`config.mk`:
```
export PLATFORM = sky130hd
export DESIGN_NAME = pcie_cfg_msi_ctrl_flat
export DESIGN_NICKNAME = d
export VERILOG_FILES = /design/src/rtl/pcie_cfg_pkg.sv /design/src/rtl/pcie_cfg_msi_ctrl_if.sv /design/src/rtl/pcie_cfg_sampler.sv /design/src/rtl/pcie_cfg_msi_ctrl.sv /design/src/flat_wrapper.sv
export SDC_FILE = /design/constraint.sdc
export NUM_CORES = 1
export LEC_CHECK = 0
export ABC_AREA = 1
export CAP_MARGIN = 30
export CORE_UTILIZATION = 46
export DETAILED_ROUTE_END_ITERATION = 10
export PLACE_DENSITY = 0.82
export SYNTH_ARGS = -nofsm -noshare
export SYNTH_HDL_FRONTEND = slang
export SYNTH_SLANG_ARGS = --single-unit
```
`constraint.sdc`:
```
create_clock -name pld_clk -period 1.9 [get_ports pld_clk]
set_clock_uncertainty 0.2 [all_clocks]
set_input_delay 0.57 -clock pld_clk [delete_from_list [all_inputs] [get_ports pld_clk]]
set_output_delay 0.57 -clock pld_clk [all_outputs]
set_load 0.01 [all_outputs]
```
`src/rtl/pcie_cfg_pkg.sv`:
```
// Shared constants, field positions and FSM encoding for the PCIe config/MSI bridge
// between the hard-IP wrapper and the RIFFA core.
package pcie_cfg_pkg;

    localparam logic [3:0] CFG_ADDR_DEVCTRL = 4'h0;
    localparam logic [3:0] CFG_ADDR_CMD     = 4'h3;
    localparam logic [3:0] CFG_ADDR_MSI     = 4'hD;
    localparam logic [3:0] CFG_ADDR_BUSDEV  = 4'hF;

    // Field positions inside the captured tl_cfg_ctl word
    localparam int DEVCTRL_LSB     = 16;
    localparam int DEVCTRL_MPS_LSB = 5;
    localparam int DEVCTRL_MRR_LSB = 12;
    localparam int CMD_BME_BIT     = 2;
    localparam int MSI_EN_BIT      = 0;
    localparam int MSI_MME_LSB     = 4;
    localparam int BUSDEV_BUS_LSB  = 5;
    localparam int BUSDEV_DEV_LSB  = 0;

    localparam int SEEN_DEVCTRL = 0;
    localparam int SEEN_CMD     = 1;
    localparam int SEEN_MSI     = 2;
    localparam int SEEN_BUSDEV  = 3;

    typedef enum logic [1:0] {
        IDLE = 2'd0,
        REQ  = 2'd1,
        HOLD = 2'd2
    } msi_state_t;

    function automatic logic [15:0] completer_id(input logic [12:0] busdev);
        return {busdev[BUSDEV_BUS_LSB +: 8], busdev[BUSDEV_DEV_LSB +: 5], 3'b000};
    endfunction

endpackage

```
`src/rtl/pcie_cfg_msi_ctrl_if.sv`:
```
// Hard-IP facing bus: time-multiplexed config port plus the MSI request/ack pair.
interface pcie_cfg_msi_ctrl_if;
    logic [3:0]  tl_cfg_add;
    logic [31:0] tl_cfg_ctl;
    logic        app_msi_req;
    logic        app_msi_ack;
    logic [4:0]  app_msi_num;
    logic [2:0]  app_msi_tc;

    modport master (
        output tl_cfg_add, tl_cfg_ctl, app_msi_ack,
        input  app_msi_req, app_msi_num, app_msi_tc
    );

    modport slave (
        input  tl_cfg_add, tl_cfg_ctl, app_msi_ack,
        output app_msi_req, app_msi_num, app_msi_tc
    );
endinterface

```
`src/rtl/pcie_cfg_sampler.sv`:
```
// Waits for tl_cfg_add to hold steady for SETTLE_CYCLES, then latches the
// addressed tl_cfg_ctl field into stable config registers.
module pcie_cfg_sampler
    import pcie_cfg_pkg::*;
#(
    parameter int SETTLE_CYCLES = 3
) (
    input  logic        clk,
    input  logic        rst_n,
    input  logic [3:0]  tl_cfg_add,
    input  logic [31:0] tl_cfg_ctl,
    output logic        cfg_bus_mstr_enable,
    output logic [2:0]  cfg_max_payload,
    output logic [2:0]  cfg_max_read_req,
    output logic [15:0] cfg_completer_id,
    output logic        cfg_msi_enable,
    output logic [2:0]  cfg_msi_mme,
    output logic        cfg_valid
);

    localparam logic [3:0] SETTLE_MAX = 4'(SETTLE_CYCLES);

    logic [3:0] add_q_r;
    logic [3:0] settle_cnt_r;
    logic [3:0] seen_r;
    logic [3:0] seen_next_s;
    logic       stable_s;
    logic       capture_s;
    logic       unused_ctl_s;

    // Only a handful of ctl bits matter; fold the rest so none read as dangling.
    assign unused_ctl_s = ^tl_cfg_ctl;

    // Stability detect, capture strobe and next seen-mask
    always_comb begin
        stable_s    = (tl_cfg_add == add_q_r);
        capture_s   = stable_s && (settle_cnt_r == (SETTLE_MAX - 4'd1));
        seen_next_s = seen_r;
        if (capture_s) begin
            case (tl_cfg_add)
                CFG_ADDR_DEVCTRL: seen_next_s[SEEN_DEVCTRL] = 1'b1;
                CFG_ADDR_CMD:     seen_next_s[SEEN_CMD]     = 1'b1;
                CFG_ADDR_MSI:     seen_next_s[SEEN_MSI]     = 1'b1;
                CFG_ADDR_BUSDEV:  seen_next_s[SEEN_BUSDEV]  = 1'b1;
                default:          seen_next_s = seen_r;
            endcase
        end else begin
            seen_next_s = seen_r;
        end
    end

    // Address history and saturating settle counter
    always_ff @(posedge clk) begin
        if (!rst_n) begin
            add_q_r      <= 4'h0;
            settle_cnt_r <= 4'd0;
        end else begin
            add_q_r <= tl_cfg_add;
            if (!stable_s) begin
                settle_cnt_r <= 4'd0;
            end else if (settle_cnt_r != SETTLE_MAX) begin
                settle_cnt_r <= settle_cnt_r + 4'd1;
            end
        end
    end

    // Field capture on the single settle strobe; later captures overwrite
    always_ff @(posedge clk) begin
        if (!rst_n) begin
            cfg_bus_mstr_enable <= 1'b0;
            cfg_max_payload     <= 3'd0;
            cfg_max_read_req    <= 3'd0;
            cfg_completer_id    <= 16'h0000;
            cfg_msi_enable      <= 1'b0;
            cfg_msi_mme         <= 3'd0;
            seen_r              <= 4'h0;
            cfg_valid           <= 1'b0;
        end else begin
            seen_r    <= seen_next_s;
            cfg_valid <= &seen_next_s;
            if (capture_s) begin
                case (tl_cfg_add)
                    CFG_ADDR_DEVCTRL: begin
                        cfg_max_payload  <= tl_cfg_ctl[DEVCTRL_LSB + DEVCTRL_MPS_LSB +: 3];
                        cfg_max_read_req <= tl_cfg_ctl[DEVCTRL_LSB + DEVCTRL_MRR_LSB +: 3];
                    end
                    CFG_ADDR_CMD:    cfg_bus_mstr_enable <= tl_cfg_ctl[CMD_BME_BIT];
                    CFG_ADDR_MSI: begin
                        cfg_msi_enable <= tl_cfg_ctl[MSI_EN_BIT];
                        cfg_msi_mme    <= tl_cfg_ctl[MSI_MME_LSB +: 3];
                    end
                    CFG_ADDR_BUSDEV: cfg_completer_id <= completer_id(tl_cfg_ctl[12:0]);
                    default: begin
                    end
                endcase
            end
        end
    end

endmodule

```
`src/rtl/pcie_cfg_msi_ctrl.sv`:
```
// Config-bus demux plus level-interrupt to app_msi_req/ack converter for RIFFA
// on the Cyclone 10 / Arria 10 PCIe hard IP.
module pcie_cfg_msi_ctrl
    import pcie_cfg_pkg::*;
#(
    parameter int         SETTLE_CYCLES = 3,
    parameter int         MSI_TIMEOUT   = 1023,
    parameter logic [4:0] MSI_NUM       = 5'd0
) (
    input  logic                      pld_clk,
    input  logic                      pld_rst_n,
    pcie_cfg_msi_ctrl_if.slave        hip,
    input  logic                      intr,
    output logic                      intr_ready,
    output logic                      intr_err,
    output logic                      cfg_bus_mstr_enable,
    output logic [2:0]                cfg_max_payload,
    output logic [2:0]                cfg_max_read_req,
    output logic [15:0]               cfg_completer_id,
    output logic                      cfg_msi_enable,
    output logic [2:0]                cfg_msi_mme,
    output logic                      cfg_valid
);

    localparam int TW = (MSI_TIMEOUT < 2) ? 1 : $clog2(MSI_TIMEOUT + 1);
    localparam logic [TW-1:0] TIMEOUT_LAST = TW'(MSI_TIMEOUT - 1);

    msi_state_t    state_r, state_next_s;
    logic [TW-1:0] tcnt_r, tcnt_next_s;
    logic          req_r, req_next_s;
    logic          ready_r, ready_next_s;
    logic          err_r, err_next_s;
    logic [4:0]    msi_num_r;
    logic [2:0]    msi_tc_r;

    pcie_cfg_sampler #(.SETTLE_CYCLES(SETTLE_CYCLES)) u_sampler (
        .clk                 (pld_clk),
        .rst_n               (pld_rst_n),
        .tl_cfg_add          (hip.tl_cfg_add),
        .tl_cfg_ctl          (hip.tl_cfg_ctl),
        .cfg_bus_mstr_enable (cfg_bus_mstr_enable),
        .cfg_max_payload     (cfg_max_payload),
        .cfg_max_read_req    (cfg_max_read_req),
        .cfg_completer_id    (cfg_completer_id),
        .cfg_msi_enable      (cfg_msi_enable),
        .cfg_msi_mme         (cfg_msi_mme),
        .cfg_valid           (cfg_valid)
    );

    assign hip.app_msi_req = req_r;
    assign hip.app_msi_num = msi_num_r;
    assign hip.app_msi_tc  = msi_tc_r;
    assign intr_ready      = ready_r;
    assign intr_err        = err_r;

    // MSI next-state and next-output decode
    always_comb begin
        state_next_s = state_r;
        tcnt_next_s  = tcnt_r;
        req_next_s   = 1'b0;
        ready_next_s = 1'b0;
        err_next_s   = err_r;
        case (state_r)
            IDLE: begin
                if (intr && cfg_msi_enable && cfg_bus_mstr_enable) begin
                    state_next_s = REQ;
                    req_next_s   = 1'b1;
                    tcnt_next_s  = '0;
                end else begin
                    state_next_s = IDLE;
                end
            end
            REQ: begin
                // Ack wins; losing MSI enable abandons quietly; timeout flags an error.
                if (hip.app_msi_ack) begin
                    state_next_s = HOLD;
                    ready_next_s = 1'b1;
                end else if (!cfg_msi_enable) begin
                    state_next_s = HOLD;
                end else if (tcnt_r == TIMEOUT_LAST) begin
                    state_next_s = HOLD;
                    err_next_s   = 1'b1;
                end else begin
                    req_next_s   = 1'b1;
                    tcnt_next_s  = tcnt_r + {{(TW-1){1'b0}}, 1'b1};
                end
            end
            HOLD: begin
                if (!intr) begin
                    state_next_s = IDLE;
                end else begin
                    state_next_s = HOLD;
                end
            end
            default: state_next_s = IDLE;
        endcase
    end

    // MSI state and registered handshake outputs
    always_ff @(posedge pld_clk) begin
        if (!pld_rst_n) begin
            state_r   <= IDLE;
            tcnt_r    <= '0;
            req_r     <= 1'b0;
            ready_r   <= 1'b0;
            err_r     <= 1'b0;
            msi_num_r <= MSI_NUM;
            msi_tc_r  <= 3'd0;
        end else begin
            state_r   <= state_next_s;
            tcnt_r    <= tcnt_next_s;
            req_r     <= req_next_s;
            ready_r   <= ready_next_s;
            err_r     <= err_next_s;
            msi_num_r <= MSI_NUM;
            msi_tc_r  <= 3'd0;
        end
    end

endmodule

```
`src/flat_wrapper.sv`:
```
// flat-port wrapper written by rule: the top's interface ports become plain ports
module pcie_cfg_msi_ctrl_flat import pcie_cfg_pkg::*;
#(
    parameter int         SETTLE_CYCLES = 3,
    parameter int         MSI_TIMEOUT   = 1023,
    parameter logic [4:0] MSI_NUM       = 5'd0
)
  (pld_clk, pld_rst_n, intr, intr_ready, intr_err, cfg_bus_mstr_enable, cfg_max_payload, cfg_max_read_req, cfg_completer_id, cfg_msi_enable, cfg_msi_mme, cfg_valid, hip_tl_cfg_add, hip_tl_cfg_ctl, hip_app_msi_ack, hip_app_msi_req, hip_app_msi_num, hip_app_msi_tc);
  pcie_cfg_msi_ctrl_if hip_i ();
  input  logic pld_clk;
  input  logic pld_rst_n;
  input  logic intr;
  output logic intr_ready;
  output logic intr_err;
  output logic cfg_bus_mstr_enable;
  output logic [2:0] cfg_max_payload;
  output logic [2:0] cfg_max_read_req;
  output logic [15:0] cfg_completer_id;
  output logic cfg_msi_enable;
  output logic [2:0] cfg_msi_mme;
  output logic cfg_valid;
  input wire logic [$bits(hip_i.tl_cfg_add)-1:0] hip_tl_cfg_add;
  input wire logic [$bits(hip_i.tl_cfg_ctl)-1:0] hip_tl_cfg_ctl;
  input wire logic [$bits(hip_i.app_msi_ack)-1:0] hip_app_msi_ack;
  output wire logic [$bits(hip_i.app_msi_req)-1:0] hip_app_msi_req;
  output wire logic [$bits(hip_i.app_msi_num)-1:0] hip_app_msi_num;
  output wire logic [$bits(hip_i.app_msi_tc)-1:0] hip_app_msi_tc;
  assign hip_i.tl_cfg_add = hip_tl_cfg_add;
  assign hip_i.tl_cfg_ctl = hip_tl_cfg_ctl;
  assign hip_i.app_msi_ack = hip_app_msi_ack;
  assign hip_app_msi_req = hip_i.app_msi_req;
  assign hip_app_msi_num = hip_i.app_msi_num;
  assign hip_app_msi_tc = hip_i.app_msi_tc;
  pcie_cfg_msi_ctrl #(.SETTLE_CYCLES(SETTLE_CYCLES), .MSI_TIMEOUT(MSI_TIMEOUT), .MSI_NUM(MSI_NUM)) u_core (.pld_clk(pld_clk), .pld_rst_n(pld_rst_n), .hip(hip_i), .intr(intr), .intr_ready(intr_ready), .intr_err(intr_err), .cfg_bus_mstr_enable(cfg_bus_mstr_enable), .cfg_max_payload(cfg_max_payload), .cfg_max_read_req(cfg_max_read_req), .cfg_completer_id(cfg_completer_id), .cfg_msi_enable(cfg_msi_enable), .cfg_msi_mme(cfg_msi_mme), .cfg_valid(cfg_valid));
endmodule
```
==> impl_summary.md, run 1 <==
Outcome
The run finished with clean final reports.

Die
79 I/O pins were placed. The core area is 5110 sq um. The effective utilization at floorplan is 0.477. The die is 74.8 um wide.

In this run the vertical extent of the chip is 74.8 um. The number of core rows is 26. The floorplan step defined a die boundary enclosing 5600 sq um.

Min path
The worst hold path belongs to the class flip-flop to flip-flop. The startpoint of the tightest hold check path is u_core.intr_err$_SDFFE_PN0P_. The end of the worst hold path is u_core.intr_err$_SDFFE_PN0P_. Counting instances, the worst hold path has a depth of 2.

Worst setup path
Counting cells, the worst reg-to-reg path comes to 7. The end of the worst register-to-register path is u_core.tcnt_r[2]$_SDFFE_PN0P_. The endpoint class of the critical path is a flip-flop. The critical path is of the input port to flip-flop type. Along the worst path, the maximum fanout reaches 3.

The worst register-to-register path begins at u_core.tcnt_r[1]$_SDFFE_PN0P_. STA classifies the critical path startpoint as an input port. The endpoint required time on the critical path is 1.95 ns. For the worst setup path, the data arrival time is 1.85 ns.

The critical path launch point is hip_app_msi_ack. Setup slack on the worst reg-to-reg path comes out at 0.16 ns.

Synthesis
The commonest register cell after synthesis is dfxtp_1. The number of different library cells used by synthesis comes to 31. The register bit total from synthesis is 52. Counting flops with a built-in enable in the synthesized netlist gives 0.

The mean instance size in the synthesized netlist is 7.48 sq um. During synthesis, Yosys emitted a total of 0 warnings. The cell count after synthesis is 326.

The mapped netlist covers 2440 sq um. The share of the Yosys chip area taken by registers is 0.427. Counting flops with an async set or reset pin after synthesis yields a share of 0.

Drt
The wire length per cell is 12.2 um. For this block, the initial DRC count from the detailed router was 134. In the routed design, unresolved DRC markers number 0. The first detailed-routing pass ran for 4 iterations. In this run the remaining antenna-violating nets after routing total 0. Summed over all layers, the routed wires come to 5780 um. Across all layers, the routed design uses 2353 vias. The number of vias per cell is 4.96.

Timing
The number of hold violations in the final report was 0. The worst path in the final design needs a cycle of 1.80 ns, including I/O delays and setup. Adding up every negative setup slack in the final design gives 0 ns. Based on the critical path, the design can be clocked at up to 556 MHz. The max-slew violation count is 0. On the final layout, the worst hold slack is 0.253 ns. The share of the cycle needed by the critical path after routing is 0.947.

The total setup violations reported at the end of the flow is 0.

Pwr
The power consumption is 0.00202 W. The power per cell area is 618 nW/um^2. VDD sags by at most 0.000367 V. The leakage dissipation is 1.47 nW.

CTS
The clock sink count is 52. The later pin in the worst-skew pair is clocked with a latency of 0.31 ns. After clock tree synthesis, the clock-pin slew on the worst setup and hold paths is 0.09 ns.

The maximum buffer depth of the clock tree is 2. The tree is rooted in a clkbuf_8. TritonCTS built the clock tree. Counting the buffers created by CTS gives 5. CTS built an H-tree with a depth of 2.

Layout
The finished cells cover 3270 sq um. The area of combinational cells with multiple inputs is 1150 sq um. The filler cells instantiated in the layout total 469. The layout overhead on the synthesized area is 34.3%. The repair_antennas step left the layout with diodes totalling 0. The ratio of cells with drive above 1 in the final layout is 0.139. The sequential standard cell area is 1040 sq um.

The final layout contains 447 nets. Measured on the finished design, the core utilization comes to 0.641.

Global routing
The global router's overall resource usage is 0.216. The met1 track utilization from global routing is 0.248. The number of antenna violations at the first check in global routing is 0.

The first global-routing pass estimated 9250 um of wire. The met2 track demand over resource is 0.398. For met3 alone, demand over resource in global routing was 0.0415.

The overall overflow remaining after global route is 0. After global routing, the most crowded layer is met2. Entering global routing, the biggest net connects 33 pins. The via count of the first global-routing pass is 2167.

Place
Once placement finished, the instance area stood at 3180 sq um. The number of port buffers is 54. Routability-driven placement finished with a final weighted congestion of 0.921. The wire-length estimate of the detail-placed layout is 4320 um.

Flow run
The count of max-cap constraint violations is 0.
power breakdown:
group,leakage (nW),internal (W),total [W],switching [W]
combinational,0.992,0.0000860,0.000169,0.0000831
sequential,0.420,0.00109,0.00110,0.00000357
clock,0.0541,0.000390,0.000756,0.000366
total,1.47,0.00157,0.00202,0.000453
routing by layer:
layer	share of wire	wire length [um]
met2	0.51	2940
met4	0.012	72
met3	0.053	305
met1	0.43	2470
met5	0	0
cells by family after synthesis:
| family | count (synthesis) | synth area share |
|---|---|---|
| and+or+nand+nor | 162 | 0.317 |
| buffers and inverters | 59 | 0.126 |
| DFF | 52 | 0.427 |
| AOI/OAI and AO/OA | 45 | 0.0975 |
| adders and majority gates | 4 | 0.0205 |
| xor gates and xnor gates | 3 | 0.0108 |
| other | 1 | 0.00154 |
flip-flops by register name, summed over array words and instances (netlist names):
register,cells
u_core.u_sampler.add_q_r,4
u_core.u_sampler.cfg_valid,1
u_core.u_sampler.cfg_completer_id,13
u_core.u_sampler.seen_r,4
u_core.intr_ready,1
u_core.u_sampler.settle_cnt_r,4
u_core.hip.app_msi_req,1
u_core.u_sampler.cfg_bus_mstr_enable,1
u_core.intr_err,1
u_core.state_r,2
u_core.tcnt_r,10
u_core.u_sampler.cfg_msi_mme,3
u_core.u_sampler.cfg_msi_enable,1
u_core.u_sampler.cfg_max_payload,3
u_core.u_sampler.cfg_max_read_req,3
placed cells by master (no fill, tap or decap), drive strengths merged:
master         instances
nand3b                 1
clkinv                 1
a211oi                 2
ha                     4
nand2                 83
buf                   28
or2                    3
and3                   1
dlygate4sd2           32
nor3b                  1
a21oi                 37
and2                   1
bufinv                 1
clkbuf                 5
nor3                   4
clkdlybuf4s50         22
inv                   37
nor2                  26
conb                  11
dfxtp                 52
clkinvlp               1
o21ai                  5
xor2                   2
nand3                 12
xnor2                  1
nand4                 30
o21a                   1
cell usage after synthesis (2+ instances only):
cell type  count  area share
inv_1         33       0.051
buf_12         2       0.016
a21oi_1       37       0.076
nor3_1         2      0.0041
nor2_1        23       0.035
buf_2          4      0.0082
buf_4         11       0.034
ha_1           4       0.021
nor3_2         2      0.0082
or2_2          3      0.0077
xor2_1         2      0.0072
o21ai_0        5       0.010
nand4_1       30       0.077
nand2_1       80        0.12
nand3_1       12       0.025
inv_2          4      0.0062
nor2_4         2      0.0092
nand2_2        3      0.0077
dfxtp_1       52        0.43
clkbuf_1       4      0.0062
stage by stage:
step | setup slack [ns] | cells
after floorplan | 0.227 | 336
after CTS | 0.115 | 474
final | 0.101 | 474
after detailed placement | -0.403 | 466
after global routing | -0.0412 | 474
after global placement | -0.369 | 466
worst max-delay path, cell delays in order:
cell,delay (ns)
clkdlybuf4s50_1,0.44
nor2_1,0.16
nand2_1,0.13
nand2_1,0.16
buf_4,0.14
nand3_1,0.08
nand2_1,0.07
nand2_1,0.04
nor2_1,0.06
how the worst max path moves through the flow:
| stage | slack, ns | endpoint | depth (start not counted) |
|---|---|---|---|
| floorplan | 0.23 | u_core.u_sampler.cfg_completer_id[10]$_SDFFE_PN0P_ | 6 |
| global placement | -0.37 | u_core.u_sampler.cfg_valid$_SDFF_PN0_ | 11 |
| detailed placement | -0.40 | u_core.u_sampler.cfg_valid$_SDFF_PN0_ | 11 |
| CTS | 0.11 | u_core.tcnt_r[6]$_SDFFE_PN0P_ | 7 |
| global route | -0.04 | u_core.tcnt_r[8]$_SDFFE_PN0P_ | 7 |
| finish | 0.10 | u_core.tcnt_r[7]$_SDFFE_PN0P_ | 9 |
cell type report:
cell class                      count  share of cell area
Timing Repair Buffer               82               0.229
Sequential cell                    52               0.318
Clock buffer                        5              0.0210
Clock inverter                      3              0.0130
Inverter                           37              0.0424
Multi-Input combinational cell    225               0.350
Tap cell                           70              0.0267
what timing repair did:
item / CTS / global route
buffers inserted: 0 / 0
cloned: 0 / 0
endpoints found under the setup margin: 52 / 9
hold buffers: 0 / 0
resized for setup: 32 / 4
Note: power is estimated with default switching activity, not from simulation.
==> inputs of run 2 (changes only) <==
CTS_CLUSTER_SIZE = 24   (was unset)
==> results of run 2 <==
Final layout, timing and power as in run 1 (identical DEF).
==> inputs of run 3 (changes only) <==
CORE_UTILIZATION = 50   (was 46)
DONT_BUFFER_PORTS = 1   (was unset)
PLACE_DENSITY = 0.67   (was 0.82)
==> impl_summary.md, run 3 (synthesized netlist as in run 1, its figures left out) <==
Outcome
The run finished with clean final reports.

Die
The full die area is 5160 sq um (-7.8%). The floorplan die height is 71.8 um (-4.0%). The count of pins on the block boundary is 79 (unchanged). The number of core rows is 25 (-3.8%). The floorplan die width is 71.8 um (-4.0%). The core area came to 4690 sq um (-8.1%). The effective utilization at floorplan is 0.520 (+0.0423).

Pwr
The highest ir drop seen on vdd was 0.000355 V (-3.1%). The leakage dissipation is 1.04 nW (-29%). The power per cell area is 704 nW/um^2 (+14%).

Layout
The flip-flop count of the largest register, all copies and words added was 13 (unchanged). The largest registers in the layout are u_core.u_sampler.cfg_completer_id: 13 flops, u_core.tcnt_r: 10 flops. Leaving out fill and tap cells, the most frequent cell in the layout is nand2_1. From synthesis to final layout, the design area changed by 5.80%. The register containing the most flip-flops in the final layout is u_core.u_sampler.cfg_completer_id.

The antenna diode instance count is 0 (unchanged). The ratio of cells with drive above 1 in the final layout was 0.119 (-0.0192). The library cells used most frequently in the layout, excluding fill and tap cells, are 80 x nand2_1, 52 x dfxtp_1, 37 x a21oi_1.

The design area was 2580 sq um (-21%). The number of nets at the end of the flow is 378 (-15%).

Drt
The count of TritonRoute iterations in the first routing pass came to 4 (unchanged). The routed wire length was 4980 um (-14%). The count of nets left with antenna violations after detail routing is 0 (unchanged). The number of vias in the routed layout is 2042 (-13%).

The number of vias per cell came to 5.25 (+5.7%). The number of DRC violations after detailed-routing iteration 0 is 93 (-31%). The wire length per cell was 12.8 um (+4.9%).

The number of remaining DRC errors was 0 (unchanged).

CTS
The clock sink count is 52 (unchanged). The clock transition at the registers of the reported paths is 0.09 ns (about the same). The maximum buffer depth of the clock tree came to 2 (unchanged). CTS placed an instance of clkbuf_8 at the clock tree root. The CTS buffer count is 5 (unchanged). The total number of H-tree levels is 2 (unchanged). The later-pin clock latency in the skew report is 0.31 ns (about the same).

The hold buffer count at CTS is 0 (unchanged). TritonCTS built the clock tree.

Worst setup path
STA classifies the critical path startpoint as a flip-flop. The critical path arrival is 1.72 ns (-0.13 ns). The endpoint required time on the critical path is 1.88 ns (-0.07 ns). STA classifies the critical path endpoint as a flip-flop. The maximum fanout along the worst path is 7 (+4). The setup path with the least slack is of type flip-flop to flip-flop.

Place
The post-placement cell area is 2460 sq um (-23%). The final HPWL from detailed placement is 3590 um (-17%). The routability congestion estimate from global placement is 0.893 (-3.0%). The worst-case setup slack after placement is 0.0943 ns (+0.497 ns).

The number of port buffers came to 0 (-100%).

Timing
Setup repair after global routing left no endpoint under its margin. The post-route minimum period is 1.74 ns (-0.0604 ns). The setup total negative slack is 0 ns (unchanged).

The total setup violations reported at the end of the flow is 0 (unchanged). The highest clock rate is 575 MHz (+3.5%). The least setup slack across all paths after layout was 0.161 ns (+0.0604 ns).

The max-slew violation count is 0 (unchanged). The number of hold violations in the final report came to 0 (unchanged). The share of the cycle needed by the critical path after routing is 0.915 (-0.0318).

Global routing
The number of antenna violations at the first check in global routing is 0 (unchanged). The pin count of the biggest net entering global routing is 34 (+3.0%). The global router's overall resource usage is 0.201 (-0.0143). The overall overflow remaining after global route is 0 (unchanged). The global-route wire length before repair came to 8160 um (-12%). The via count of the first global-routing pass came to 1782 (-18%).

Min path
The classification of the worst-slack hold path is input port to flip-flop.

Flow run
The count of max-cap constraint violations is 0 (unchanged).
==> run 3: changes by cell type in the layout (fill, tap and decap cells not counted), sizes merged <==
cell           change
clkinvlp           -1
dlygate4sd2       -32
bufinv             -1
clkinv             +1
buf               -15
clkdlybuf4s50     -22
inv                +1
==> run 3: final timing paths <==
kind,from,endpoint,slack (ns),cells past startpoint
min reg2reg,u_core.u_sampler.seen_r[1]$_SDFF_PN0_,u_core.u_sampler.seen_r[1]$_SDFF_PN0_,0.26,2
max reg2reg,u_core.u_sampler.settle_cnt_r[0]$_SDFFE_PN0P_,u_core.u_sampler.cfg_max_payload[2]$_SDFFE_PN0P_,0.16,7
min,hip_tl_cfg_add[0],u_core.u_sampler.add_q_r[0]$_SDFF_PN0_,0.15,2
max,u_core.u_sampler.settle_cnt_r[0]$_SDFFE_PN0P_,u_core.u_sampler.cfg_max_payload[2]$_SDFFE_PN0P_,0.16,7
==> run 3: metal layers <==
layer / share of wire / GRT usage / wire [um] / vias to the layer above
met5: 0 / 0 / 0 / -
met4: 0.0076 / 0.0741 / 38 / 0
met3: 0.051 / 0.0506 / 254 / 4
met2: 0.50 / 0.338 / 2460 / 45
met1: 0.45 / 0.250 / 2220 / 933
li1: - / - / - / 1060
==> run 3: repair_timing <==
item | CTS | global route
endpoints found under the hold margin | 0 | 0
endpoints found under the setup margin | 0 | 10
gates resized for setup | 0 | 3
buffers inserted | 0 | 1
==> run 3: area by class of cell <==
class / count / area [sq um]
fillers: 451 / 2110
multi-input cells: 225 / 1140
flip-flops and latches: 52 / 1040
inverters: 37 / 139
repair buffers: 13 / 97.6
clock buffers: 5 / 68.8
well taps: 54 / 67.6
clock inverters: 3 / 22.5
==> run 3: report_power, final <==
| part | total, W | internal, W | switching [W] |
|---|---|---|---|
| Sequential | 0.00110 | 0.00109 | 0.00000306 |
| Combinational | 0.0000788 | 0.0000209 | 0.0000579 |
| Clock | 0.000641 | 0.000265 | 0.000377 |
==> run 3: critical path, stage by stage (launching register included) <==
cell     delay [ns]
dfxtp_1        0.35
inv_1          0.07
ha_1           0.14
nor3b_4        0.31
nand4_1        0.21
buf_4          0.21
nand2_1        0.06
a21oi_1        0.07
==> run 3: stage by stage <==
step	util	hold WS (ns)	cells	total power [W]
6_report	0.550	0.155	389	0.00182
3_5_place_dp	0.525	0.250	380	0.00120
3_3_place_gp	0.525	0.243	380	0.00120
2_1_floorplan	-	0.236	336	0.00122
5_1_grt	0.550	0.149	389	0.00189
4_1_cts	0.545	0.143	388	0.00184
